<file path="src/rtl/msrv32_dbus_arbiter_if.sv">
// Requester-side and AHB-lite data-bus signals of the data-bus arbiter.
// The arbiter connects through the master modport; the environment uses slave.
interface msrv32_dbus_arbiter_if;
  logic        core_req_in;
  logic        aux_req_in;
  logic        core_wr_in;
  logic        aux_wr_in;
  logic [31:0] core_addr_in;
  logic [31:0] aux_addr_in;
  logic [31:0] core_wdata_in;
  logic [31:0] aux_wdata_in;
  logic [3:0]  core_mask_in;
  logic [3:0]  aux_mask_in;
  logic        core_gnt_out;
  logic        aux_gnt_out;
  logic        core_done_out;
  logic        aux_done_out;
  logic [31:0] rdata_out;
  logic        err_out;
  logic [31:0] ms_riscv32_mp_dmaddr_out;
  logic [3:0]  ms_riscv32_mp_dmwr_mask_out;
  logic        ms_riscv32_mp_dmwr_req_out;
  logic [31:0] ms_riscv32_mp_dmdata_out;
  logic [1:0]  ahb_htrans_out;
  logic [31:0] ms_riscv32_mp_dmdata_in;
  logic        ahb_ready_in;
  logic        ahb_resp_in;

  modport master (
    input  core_req_in, aux_req_in, core_wr_in, aux_wr_in,
    input  core_addr_in, aux_addr_in, core_wdata_in, aux_wdata_in,
    input  core_mask_in, aux_mask_in,
    input  ms_riscv32_mp_dmdata_in, ahb_ready_in, ahb_resp_in,
    output core_gnt_out, aux_gnt_out, core_done_out, aux_done_out,
    output rdata_out, err_out,
    output ms_riscv32_mp_dmaddr_out, ms_riscv32_mp_dmwr_mask_out,
    output ms_riscv32_mp_dmwr_req_out, ms_riscv32_mp_dmdata_out, ahb_htrans_out
  );

  modport slave (
    output core_req_in, aux_req_in, core_wr_in, aux_wr_in,
    output core_addr_in, aux_addr_in, core_wdata_in, aux_wdata_in,
    output core_mask_in, aux_mask_in,
    output ms_riscv32_mp_dmdata_in, ahb_ready_in, ahb_resp_in,
    input  core_gnt_out, aux_gnt_out, core_done_out, aux_done_out,
    input  rdata_out, err_out,
    input  ms_riscv32_mp_dmaddr_out, ms_riscv32_mp_dmwr_mask_out,
    input  ms_riscv32_mp_dmwr_req_out, ms_riscv32_mp_dmdata_out, ahb_htrans_out
  );
endinterface

</file>
<file path="src/rtl/msrv32_dbus_arbiter.sv">
// Core/aux arbiter for the single AHB-lite data port: IDLE -> ADDR -> DATA.
// Optional data-phase timeout enabled by defining DBUS_TIMEOUT_EN.
module msrv32_dbus_arbiter #(
  parameter int unsigned STARVE_LIMIT   = 4,
  parameter int unsigned TIMEOUT_CYCLES = 255
) (
  input  logic                  ms_riscv32_mp_clk_in,
  input  logic                  ms_riscv32_mp_rst_in,
  msrv32_dbus_arbiter_if.master bus
);
  typedef enum logic [1:0] {S_IDLE, S_ADDR, S_DATA} state_e;

  localparam logic [3:0] STARVE_MAX = 4'(STARVE_LIMIT);

  state_e      state_q, state_d;
  logic        owner_aux_q, owner_aux_d;
  logic [3:0]  starve_q, starve_d;
  logic        wr_q, wr_d;
  logic [31:0] addr_q, addr_d;
  logic [31:0] wdata_q, wdata_d;
  logic [3:0]  mask_q, mask_d;
  logic        pick_aux;
  logic        timeout;

`ifdef DBUS_TIMEOUT_EN
  localparam logic [7:0] TO_LAST = 8'(TIMEOUT_CYCLES - 1);
  logic [7:0] to_cnt_q, to_cnt_d;

  always_comb begin
    to_cnt_d = to_cnt_q;
    if (state_q == S_ADDR) begin
      to_cnt_d = '0;
    end else if (state_q == S_DATA && !bus.ahb_ready_in) begin
      to_cnt_d = to_cnt_q + 8'd1;
    end
  end

  // Fires in the last tolerated ready-low data cycle; a later HREADY is never seen.
  assign timeout = (state_q == S_DATA) && !bus.ahb_ready_in && (to_cnt_q == TO_LAST);

  always_ff @(posedge ms_riscv32_mp_clk_in or posedge ms_riscv32_mp_rst_in) begin
    if (ms_riscv32_mp_rst_in) begin
      to_cnt_q <= '0;
    end else begin
      to_cnt_q <= to_cnt_d;
    end
  end
`else
  logic [7:0] unused_timeout_cycles;
  assign unused_timeout_cycles = 8'(TIMEOUT_CYCLES);
  assign timeout = 1'b0;
`endif

  assign pick_aux = bus.aux_req_in && (!bus.core_req_in || starve_q == STARVE_MAX);

  always_comb begin
    state_d     = state_q;
    owner_aux_d = owner_aux_q;
    starve_d    = starve_q;
    wr_d        = wr_q;
    addr_d      = addr_q;
    wdata_d     = wdata_q;
    mask_d      = mask_q;

    bus.core_gnt_out                = 1'b0;
    bus.aux_gnt_out                 = 1'b0;
    bus.core_done_out               = 1'b0;
    bus.aux_done_out                = 1'b0;
    bus.rdata_out                   = '0;
    bus.err_out                     = 1'b0;
    bus.ms_riscv32_mp_dmaddr_out    = '0;
    bus.ms_riscv32_mp_dmwr_mask_out = '0;
    bus.ms_riscv32_mp_dmwr_req_out  = 1'b0;
    bus.ms_riscv32_mp_dmdata_out    = '0;
    bus.ahb_htrans_out              = 2'b00;

    if (!bus.aux_req_in) begin
      starve_d = '0;
    end

    case (state_q)
      S_IDLE: begin
        if (bus.core_req_in || bus.aux_req_in) begin
          state_d     = S_ADDR;
          owner_aux_d = pick_aux;
          wr_d        = pick_aux ? bus.aux_wr_in    : bus.core_wr_in;
          addr_d      = pick_aux ? bus.aux_addr_in  : bus.core_addr_in;
          wdata_d     = pick_aux ? bus.aux_wdata_in : bus.core_wdata_in;
          mask_d      = pick_aux ? bus.aux_mask_in  : bus.core_mask_in;
          // Count only core wins that made a waiting aux master lose.
          if (pick_aux) begin
            starve_d = '0;
          end else if (bus.aux_req_in && starve_q != STARVE_MAX) begin
            starve_d = starve_q + 4'd1;
          end
        end
      end
      S_ADDR: begin
        bus.ahb_htrans_out              = 2'b10;
        bus.ms_riscv32_mp_dmaddr_out    = addr_q;
        bus.ms_riscv32_mp_dmwr_mask_out = mask_q;
        bus.ms_riscv32_mp_dmwr_req_out  = wr_q;
        bus.core_gnt_out                = !owner_aux_q;
        bus.aux_gnt_out                 = owner_aux_q;
        state_d                         = S_DATA;
      end
      S_DATA: begin
        bus.ms_riscv32_mp_dmdata_out = wdata_q;
        if (bus.ahb_ready_in || timeout) begin
          bus.core_done_out = !owner_aux_q;
          bus.aux_done_out  = owner_aux_q;
          bus.rdata_out     = (bus.ahb_ready_in && !wr_q) ? bus.ms_riscv32_mp_dmdata_in : '0;
          bus.err_out       = timeout ? 1'b1 : bus.ahb_resp_in;
          state_d           = S_IDLE;
        end
      end
      default: state_d = S_IDLE;
    endcase
  end

  always_ff @(posedge ms_riscv32_mp_clk_in or posedge ms_riscv32_mp_rst_in) begin
    if (ms_riscv32_mp_rst_in) begin
      state_q     <= S_IDLE;
      owner_aux_q <= 1'b0;
      starve_q    <= '0;
    end else begin
      state_q     <= state_d;
      owner_aux_q <= owner_aux_d;
      starve_q    <= starve_d;
    end
  end

  // Payload is only observed through state-gated outputs, so it needs no reset.
  always_ff @(posedge ms_riscv32_mp_clk_in) begin
    wr_q    <= wr_d;
    addr_q  <= addr_d;
    wdata_q <= wdata_d;
    mask_q  <= mask_d;
  end
endmodule

</file>
<file path="src/flat_wrapper.sv">
// flat-port wrapper written by rule: the top's interface ports become plain ports
module msrv32_dbus_arbiter_flat 
#(
  parameter int unsigned STARVE_LIMIT   = 4,
  parameter int unsigned TIMEOUT_CYCLES = 255
)
  (ms_riscv32_mp_clk_in, ms_riscv32_mp_rst_in, bus_core_req_in, bus_aux_req_in, bus_core_wr_in, bus_aux_wr_in, bus_core_addr_in, bus_aux_addr_in, bus_core_wdata_in, bus_aux_wdata_in, bus_core_mask_in, bus_aux_mask_in, bus_ms_riscv32_mp_dmdata_in, bus_ahb_ready_in, bus_ahb_resp_in, bus_core_gnt_out, bus_aux_gnt_out, bus_core_done_out, bus_aux_done_out, bus_rdata_out, bus_err_out, bus_ms_riscv32_mp_dmaddr_out, bus_ms_riscv32_mp_dmwr_mask_out, bus_ms_riscv32_mp_dmwr_req_out, bus_ms_riscv32_mp_dmdata_out, bus_ahb_htrans_out);
  msrv32_dbus_arbiter_if bus_i ();
  input  logic ms_riscv32_mp_clk_in;
  input  logic ms_riscv32_mp_rst_in;
  input wire logic [$bits(bus_i.core_req_in)-1:0] bus_core_req_in;
  input wire logic [$bits(bus_i.aux_req_in)-1:0] bus_aux_req_in;
  input wire logic [$bits(bus_i.core_wr_in)-1:0] bus_core_wr_in;
  input wire logic [$bits(bus_i.aux_wr_in)-1:0] bus_aux_wr_in;
  input wire logic [$bits(bus_i.core_addr_in)-1:0] bus_core_addr_in;
  input wire logic [$bits(bus_i.aux_addr_in)-1:0] bus_aux_addr_in;
  input wire logic [$bits(bus_i.core_wdata_in)-1:0] bus_core_wdata_in;
  input wire logic [$bits(bus_i.aux_wdata_in)-1:0] bus_aux_wdata_in;
  input wire logic [$bits(bus_i.core_mask_in)-1:0] bus_core_mask_in;
  input wire logic [$bits(bus_i.aux_mask_in)-1:0] bus_aux_mask_in;
  input wire logic [$bits(bus_i.ms_riscv32_mp_dmdata_in)-1:0] bus_ms_riscv32_mp_dmdata_in;
  input wire logic [$bits(bus_i.ahb_ready_in)-1:0] bus_ahb_ready_in;
  input wire logic [$bits(bus_i.ahb_resp_in)-1:0] bus_ahb_resp_in;
  output wire logic [$bits(bus_i.core_gnt_out)-1:0] bus_core_gnt_out;
  output wire logic [$bits(bus_i.aux_gnt_out)-1:0] bus_aux_gnt_out;
  output wire logic [$bits(bus_i.core_done_out)-1:0] bus_core_done_out;
  output wire logic [$bits(bus_i.aux_done_out)-1:0] bus_aux_done_out;
  output wire logic [$bits(bus_i.rdata_out)-1:0] bus_rdata_out;
  output wire logic [$bits(bus_i.err_out)-1:0] bus_err_out;
  output wire logic [$bits(bus_i.ms_riscv32_mp_dmaddr_out)-1:0] bus_ms_riscv32_mp_dmaddr_out;
  output wire logic [$bits(bus_i.ms_riscv32_mp_dmwr_mask_out)-1:0] bus_ms_riscv32_mp_dmwr_mask_out;
  output wire logic [$bits(bus_i.ms_riscv32_mp_dmwr_req_out)-1:0] bus_ms_riscv32_mp_dmwr_req_out;
  output wire logic [$bits(bus_i.ms_riscv32_mp_dmdata_out)-1:0] bus_ms_riscv32_mp_dmdata_out;
  output wire logic [$bits(bus_i.ahb_htrans_out)-1:0] bus_ahb_htrans_out;
  assign bus_i.core_req_in = bus_core_req_in;
  assign bus_i.aux_req_in = bus_aux_req_in;
  assign bus_i.core_wr_in = bus_core_wr_in;
  assign bus_i.aux_wr_in = bus_aux_wr_in;
  assign bus_i.core_addr_in = bus_core_addr_in;
  assign bus_i.aux_addr_in = bus_aux_addr_in;
  assign bus_i.core_wdata_in = bus_core_wdata_in;
  assign bus_i.aux_wdata_in = bus_aux_wdata_in;
  assign bus_i.core_mask_in = bus_core_mask_in;
  assign bus_i.aux_mask_in = bus_aux_mask_in;
  assign bus_i.ms_riscv32_mp_dmdata_in = bus_ms_riscv32_mp_dmdata_in;
  assign bus_i.ahb_ready_in = bus_ahb_ready_in;
  assign bus_i.ahb_resp_in = bus_ahb_resp_in;
  assign bus_core_gnt_out = bus_i.core_gnt_out;
  assign bus_aux_gnt_out = bus_i.aux_gnt_out;
  assign bus_core_done_out = bus_i.core_done_out;
  assign bus_aux_done_out = bus_i.aux_done_out;
  assign bus_rdata_out = bus_i.rdata_out;
  assign bus_err_out = bus_i.err_out;
  assign bus_ms_riscv32_mp_dmaddr_out = bus_i.ms_riscv32_mp_dmaddr_out;
  assign bus_ms_riscv32_mp_dmwr_mask_out = bus_i.ms_riscv32_mp_dmwr_mask_out;
  assign bus_ms_riscv32_mp_dmwr_req_out = bus_i.ms_riscv32_mp_dmwr_req_out;
  assign bus_ms_riscv32_mp_dmdata_out = bus_i.ms_riscv32_mp_dmdata_out;
  assign bus_ahb_htrans_out = bus_i.ahb_htrans_out;
  msrv32_dbus_arbiter #(.STARVE_LIMIT(STARVE_LIMIT), .TIMEOUT_CYCLES(TIMEOUT_CYCLES)) u_core (.ms_riscv32_mp_clk_in(ms_riscv32_mp_clk_in), .ms_riscv32_mp_rst_in(ms_riscv32_mp_rst_in), .bus(bus_i));
endmodule
</file>
<file path="config.mk">
export PLATFORM = sky130hd
export DESIGN_NAME = msrv32_dbus_arbiter_flat
export DESIGN_NICKNAME = d
export VERILOG_FILES = /design/src/rtl/msrv32_dbus_arbiter_if.sv /design/src/rtl/msrv32_dbus_arbiter.sv /design/src/flat_wrapper.sv
export SDC_FILE = /design/constraint.sdc
export NUM_CORES = 1
export LEC_CHECK = 0
export BUFFER_PORTS_ARGS = -buffer_cell sky130_fd_sc_hd__buf_2
export CAP_MARGIN = 20
export CELL_PAD_IN_SITES_DETAIL_PLACEMENT = 0
export CELL_PAD_IN_SITES_GLOBAL_PLACEMENT = 2
export CORE_UTILIZATION = 27
export CTS_BUF_LIST = sky130_fd_sc_hd__clkbuf_8
export DETAILED_ROUTE_END_ITERATION = 6
export GPL_TIMING_DRIVEN = 0
export HOLD_SLACK_MARGIN = 0.05
export PLACE_DENSITY_LB_ADDON = 0.1
export SLEW_MARGIN = 40
export SYNTH_ARGS = -nofsm -noshare
export SYNTH_HDL_FRONTEND = slang
export SYNTH_SLANG_ARGS = --single-unit
export TNS_END_PERCENT = 10
</file>
<file path="constraint.sdc">
create_clock -name ms_riscv32_mp_clk_in -period 9.6 [get_ports ms_riscv32_mp_clk_in]
set_clock_uncertainty 0.2 [all_clocks]
set_input_delay 0 -clock ms_riscv32_mp_clk_in [delete_from_list [all_inputs] [get_ports ms_riscv32_mp_clk_in]]
set_output_delay 0 -clock ms_riscv32_mp_clk_in [all_outputs]
set_load 0.05 [all_outputs]
</file>
==> results of run 1 <==
[layout by cell type (no fill, tap or decap), types with 2 or more instances in the layout]
master | synthesis | layout
buf_2 | 0 | 282
dlygate4sd3_1 | 0 | 145
and2_1 | 102 | 102
edfxtp_1 | 69 | 69
mux2_2 | 61 | 61
clkbuf_1 | 11 | 11
mux2_4 | 9 | 9
clkbuf_8 | 0 | 9
buf_6 | 7 | 7
dfrtp_1 | 7 | 7
inv_1 | 6 | 6
nand2_1 | 6 | 6
nor2_1 | 5 | 5
o22ai_1 | 3 | 3
nand3_1 | 3 | 3
clkinv_2 | 0 | 3
nand2b_1 | 2 | 2
and3_1 | 2 | 2
ha_1 | 2 | 2
buf_4 | 2 | 2
[metrics by stage]
| stage | cell area [sq um] | worst slack, ps | hold slack [ps] | util | power [W] |
|---|---|---|---|---|---|
| after floorplan | 4110 | 6570 | -397 | - | 0.00110 |
| after global placement | 5750 | 5620 | -239 | 0.391 | 0.00132 |
| after detailed placement | 5770 | 7270 | -246 | 0.393 | 0.00132 |
| after CTS | 7420 | 6690 | 208 | 0.505 | 0.00163 |
| after global routing | 7420 | 6620 | 215 | 0.505 | 0.00169 |
| final | 7420 | 6720 | 207 | 0.505 | 0.00160 |
[kinds of logic (layout without fill, tap and decap cells)]
group	count (synthesis)	after routing	synth area share
mux	70	70	0.200
buf+inv	26	470	0.0384
compound gates	9	9	0.0177
simple gates	126	126	0.189
fa+ha+maj	2	2	0.00609
flops	76	76	0.547
other cells	1	1	0.000913
[layout make-up]
| cell class | instances | area, sq um | area share |
|---|---|---|---|
| Tap cell | 184 | 230 | 0.0310 |
| Sequential cell | 76 | 2250 | 0.303 |
| Buffer | 20 | 135 | 0.0182 |
| Multi-Input combinational cell | 208 | 1710 | 0.230 |
| Clock inverter | 7 | 66.3 | 0.00894 |
| Inverter | 6 | 22.5 | 0.00304 |
| Timing Repair Buffer | 428 | 2880 | 0.389 |
| Clock buffer | 9 | 124 | 0.0167 |
[metal layers]
layer | global-route usage | vias up | routed length, microns | part of all wire
met3 | 0.0620 | 24 | 1250 | 0.095
met5 | 0 | - | 0 | 0
met2 | 0.330 | 201 | 7040 | 0.54
met4 | 0.0732 | 0 | 341 | 0.026
met1 | 0.157 | 1848 | 4520 | 0.34
li1 | - | 1963 | - | -
[flip-flops by register name, indices dropped and copies added, names as in the netlist]
signal              cells
u_core.starve_q         4
u_core.addr_q          32
u_core.state_q          2
u_core.mask_q           4
u_core.owner_aux_q      1
u_core.wdata_q         32
u_core.wr_q             1
[how the worst max path moves through the flow]
stage	endpoint	slack (ps)	cells past startpoint
floorplan	u_core.addr_q[0]	6570	2
global placement	u_core.wdata_q[29]	5620	2
detailed placement	u_core.addr_q[29]	7270	6
CTS	u_core.addr_q[28]	6690	7
global route	u_core.addr_q[28]	6620	7
finish	u_core.addr_q[29]	6720	7
[critical path: cells and delay by family, from the launching register on]
kind            cells  cell delay (ps)
compound gates      1              410
fa+ha+maj           1              230
buf+inv             3              890
flops               1              420
mux                 1              350
simple gates        1              110
[report_power, final]
part,leakage [nW],internal [W],switching (W)
clock,0.101,0.000119,0.000124
sequential,0.751,0.000488,0.0000233
combinational,2.66,0.000247,0.000601
total,3.51,0.000854,0.000749
[what timing repair did]
action	4_1_cts	5_1_grt
endpoints found under the hold margin	83	0
hold buffers	145	0
resized for setup	0	0
==> impl_metrics.env, run 1 <==
export IMPL_firstDrtPassIters=6
export IMPL_r2r_start="u_core.starve_q[0]"
export IMPL_rows=44
export IMPL_r2r_end="u_core.addr_q[29]"
export IMPL_setup_worst_path_class="reg2reg"
export IMPL_startpoint="u_core.starve_q[0]"
export IMPL_cp_max_fo=10
export IMPL_drtIter0Drc=147
export IMPL_finalSetupViolCount=0
export IMPL_max_slew_margin_rel=0.564
export IMPL_setup_tns_final_ps=0
export IMPL_pin_count=284
export IMPL_hold_violations=0
export IMPL_synth_top_area_cell="edfxtp_1"
export IMPL_startpoint_type="flip-flop"
export IMPL_endpoint_kind="flip-flop"
export IMPL_die_area_sq_um=15700
export IMPL_dp_hpwl_microns=9320
export IMPL_cts_setup_buffers=0
export IMPL_syn_avg_cell_area_sq_um=13.2
export IMPL_hp_start="bus_ms_riscv32_mp_dmdata_in[15]"
export IMPL_yosysSeqAreaShare=0.547
export IMPL_min_to="bus_rdata_out[15]"
export IMPL_die_y_microns=125
export IMPL_synth_distinct_cells=28
export IMPL_drive_gt1_frac=0.504
export IMPL_ir_drop_mv=0.0948
export IMPL_drt_wl_total_microns=13100
export IMPL_p_leak_nw=3.51
export IMPL_clock_tree_root_cell="clkbuf_8"
export IMPL_cts_tree="yes"
export IMPL_grt_usage=0.170
export IMPL_whs_path_depth=3
export IMPL_clkLatencyLatePin_ps=340
export IMPL_yosys_register_bits=76
export IMPL_drc_errors=23
export IMPL_rr_worst_depth=7
export IMPL_arrival_ps=2770
export IMPL_syn2layout_area_growth_pct=80.6
export IMPL_synthesis_area_sq_um=4110
export IMPL_num_antenna_cells=0
export IMPL_crit_path_cell_trace="inv_1 > ha_1 > nand3b_4 > a21boi_4 > buf_6 > mux2_2 > dlygate4sd3_1"
export IMPL_outcome="finished, violations left"
export IMPL_min_period_ps=2880
export IMPL_ff2ff_setup_slack_ps=6720
export IMPL_finalMaxSlewViolations=0
export IMPL_die_w_microns=125
export IMPL_place_congestion=0.725
export IMPL_hold_class="in2out"
export IMPL_drtAntennaViolNets=0
export IMPL_layout_cells_non_filler=938
export IMPL_synthTopCellsByCount="102 x and2_1, 69 x edfxtp_1, 61 x mux2_2"
export IMPL_grt_pass1_vias=4307
export IMPL_async_flop_share=0.0921
export IMPL_rsz0062_at_grt="false"
export IMPL_synthesis_nets=488
export IMPL_finalCritPeriodShare=0.300
export IMPL_fin_nets=927
export IMPL_violations="DRC"
export IMPL_vias_per_cell=4.30
export IMPL_cp_required_ps=9500
export IMPL_numCtsBuffers=9
export IMPL_ys_flop_type="edfxtp_1"
export IMPL_synth_area_top_cells="edfxtp_1 50%, mux2_2 17%, and2_1 16%"
export IMPL_nFillCells=1330
export IMPL_syn_instance_count=310
export IMPL_yosys_warnings=0
export IMPL_vias=4036
export IMPL_maxCapViolations=0
export IMPL_synth_top_area_share=0.505
export IMPL_synth_edf_count=69
export IMPL_grt_antenna_before_repair=0
export IMPL_grt_max_degree=40
export IMPL_worst_slew_pin_slew_ps=653
export IMPL_powerDensity_nw_per_um2=216
export IMPL_dp_cells=777
export IMPL_yosysMostFrequentCell="and2_1"
export IMPL_initial_core_util=0.279
export IMPL_port_buffers=282
export IMPL_cts_num_sinks=76
export IMPL_core_area_sq_um=14700
export IMPL_clockBufferDepth=2
export IMPL_clk_pin_slew_ps=70
export IMPL_avgRoutedWirePerCell_microns=14.0
export IMPL_htreeDepth=3
export IMPL_fmaxAchievable_mhz=348
export IMPL_grt_overflow=0
export IMPL_critical_path_max_stage_delay_ps=560
export IMPL_grt_pass1_wl_microns=20400
export IMPL_slowest_stage="dlygate4sd3_1"
Note: power is estimated with default switching activity, not from simulation.
==> run 2: changes to the inputs <==
CORE_UTILIZATION = 22   (was 27)
clock period = 2.3 ns   (was 9.6 ns; I/O delays follow)
==> run 2 against run 1 <==
The run still ends with DRC left; total power grew to 4.1 times the previous value; die area rose by 22%; utilization is 9.0 points lower; register-to-register slack lost 6600 ps; wire length rose by 6.5%.
==> impl_metrics.env, run 2 (synthesized netlist as in run 1, its figures left out) <==
export IMPL_outcome="finished, violations left"
export IMPL_violations="DRC"
export IMPL_grt_pass1_vias=4351
export IMPL_pin_count=284
export IMPL_rows=49
export IMPL_switchingPower_w=0.00318
export IMPL_place_congestion=0.767
export IMPL_vias=3974
export IMPL_clock_tree_root_cell="clkbuf_8"
export IMPL_firstDrtPassIters=6
export IMPL_grt_overflow=0
export IMPL_path_buf_inv=5
export IMPL_r2r_end="u_core.wr_q"
export IMPL_hold_class="in2out"
export IMPL_utilization=0.414
export IMPL_pre_cts_slack_ps=-99.9
export IMPL_dp_cells=822
export IMPL_p_leak_nw=3.53
export IMPL_worst_slew_pin_slew_ps=519
export IMPL_num_antenna_cells=0
export IMPL_grt_pass1_wl_microns=22100
export IMPL_r2r_start="u_core.starve_q[0]"
export IMPL_finalMaxSlewViolations=0
export IMPL_avgRoutedWirePerCell_microns=14.2
export IMPL_p_sw_frac=0.478
export IMPL_cts_setup_buffers=0
export IMPL_grt_max_degree=38
export IMPL_ff2ff_setup_slack_ps=80
export IMPL_powerDensity_nw_per_um2=884
export IMPL_drtIter0Drc=139
export IMPL_intPower_w=0.00347
export IMPL_clock_power_share=0.140
export IMPL_final_common_cell="buf_2"
export IMPL_power_frac_comb=0.536
export IMPL_htreeDepth=3
export IMPL_finalCritPeriodShare=0.978
export IMPL_numCtsBuffers=9
export IMPL_hold_violations=0
export IMPL_endpoint_kind="flip-flop"
export IMPL_cp_common_cell="dlygate4sd3_1"
export IMPL_ir_drop_mv=0.297
export IMPL_grt_usage=0.149
export IMPL_drc_errors=23
export IMPL_whs_path_depth=3
export IMPL_cts_tree="yes"
export IMPL_slowest_stage="dlygate4sd3_1"
export IMPL_cts_num_sinks=76
export IMPL_rsz0062_at_grt="true"
export IMPL_reg_top3="u_core.addr_q: 32 flops, u_core.wdata_q: 32 flops"
export IMPL_startpoint_type="primary input"
export IMPL_setup_worst_path_class="in2reg"
export IMPL_design_area_sq_um=7520
export IMPL_dp_hpwl_microns=9660
export IMPL_finalSetupViolCount=0
export IMPL_cp_top_family="buffers and inverters"
export IMPL_clk_pin_slew_ps=80
export IMPL_crit_path_cell_trace="dlygate4sd3_1 > buf_2 > clkbuf_1 > nand2_1 > dlygate4sd3_1 > o22ai_1 > dlygate4sd3_1"
export IMPL_die_w_microns=139
export IMPL_fmaxAchievable_mhz=445
export IMPL_place_area_sq_um=5830
export IMPL_min_to="bus_rdata_out[13]"
export IMPL_die_area_sq_um=19200
export IMPL_clkLatencyLatePin_ps=360
export IMPL_clockBufferDepth=2
export IMPL_cp_required_ps=2400
export IMPL_cp_max_fo=10
export IMPL_max_slew_margin_rel=0.654
export IMPL_drtAntennaViolNets=0
export IMPL_core_area_sq_um=18100
export IMPL_grt_antenna_before_repair=0
export IMPL_hp_start="bus_ms_riscv32_mp_dmdata_in[13]"
export IMPL_layout_common_cells="276 x buf_2, 145 x dlygate4sd3_1, 102 x and2_1, 69 x edfxtp_1, 57 x mux2_2"
export IMPL_worst_slack_ps=51.5
export IMPL_drt_wl_total_microns=14000
export IMPL_maxCapViolations=0
export IMPL_rr_worst_depth=6
export IMPL_arrival_ps=2350
export IMPL_fin_nets=927
export IMPL_vias_per_cell=4.04
export IMPL_min_period_ps=2250
export IMPL_syn2layout_area_growth_pct=83.2
export IMPL_port_buffers=282
export IMPL_initial_core_util=0.226
export IMPL_critical_path_max_stage_delay_ps=570
export IMPL_share_seq_of_total_power=0.324
export IMPL_die_y_microns=139
export IMPL_drive_gt1_frac=0.519
export IMPL_layout_cells_non_filler=983
==> run 2: how the worst max path moves through the flow <==
stage	startpoint	endpoint	slack [ps]	cells after the start
finish	bus_aux_req_in	u_core.starve_q[2]	50	7
global route	u_core.state_q[1]	bus_ms_riscv32_mp_dmaddr_out[17]	-60	6
CTS	u_core.starve_q[0]	u_core.wr_q	-30	6
detailed placement	u_core.starve_q[0]	u_core.wr_q	-100	6
global placement	u_core.state_q[0]	u_core.wdata_q[27]	-140	2
floorplan	u_core.starve_q[0]	u_core.addr_q[0]	280	6
==> run 2: metal layers <==
layer	vias to the layer above	global-route usage	share of wire
li1	1961	-	-
met1	1806	0.148	0.38
met2	191	0.283	0.52
met3	16	0.0518	0.087
met4	0	0.0550	0.016
met5	-	0	0
==> run 2: final cells by class <==
class	instances	area (sq um)
fillers	1774	10600
repair buffers	428	2900
flip-flops and latches	76	2250
multi-input cells	208	1750
well taps	229	287
plain buffers	20	146
clock buffers	9	124
clock inverters	7	42.5
inverters	6	22.5
==> run 2: worst min-delay path: stages <==
cell and delay (ps):
buf_2 90, and2_1 120, buf_2 200
==> run 2: power by group through the flow <==
stage                     Combinational (W)  Clock, W  Sequential, W
final                               0.00356  0.000933        0.00215
after global routing                0.00379   0.00103        0.00220
after CTS                           0.00359  0.000969        0.00215
after detailed placement            0.00336         0        0.00217
after global placement              0.00333         0        0.00217
after floorplan                     0.00243         0        0.00214
==> run 2: through the flow <==
step | hold slack (ps) | power [W] | setup TNS (ps)
after floorplan | -397 | 0.00456 | 0
after global placement | -246 | 0.00550 | -11040
after detailed placement | -251 | 0.00553 | -6050
after CTS | 208 | 0.00671 | -232
after global routing | 215 | 0.00702 | -1400
final | 208 | 0.00665 | 0
==> run 2: repair_timing <==
item / CTS / global route
hold buffers: 145 / 0
resized for setup: 12 / 18
pin swaps: 1 / 1
endpoints found under the setup margin: 146 / 140
hold endpoints to repair: 83 / 0
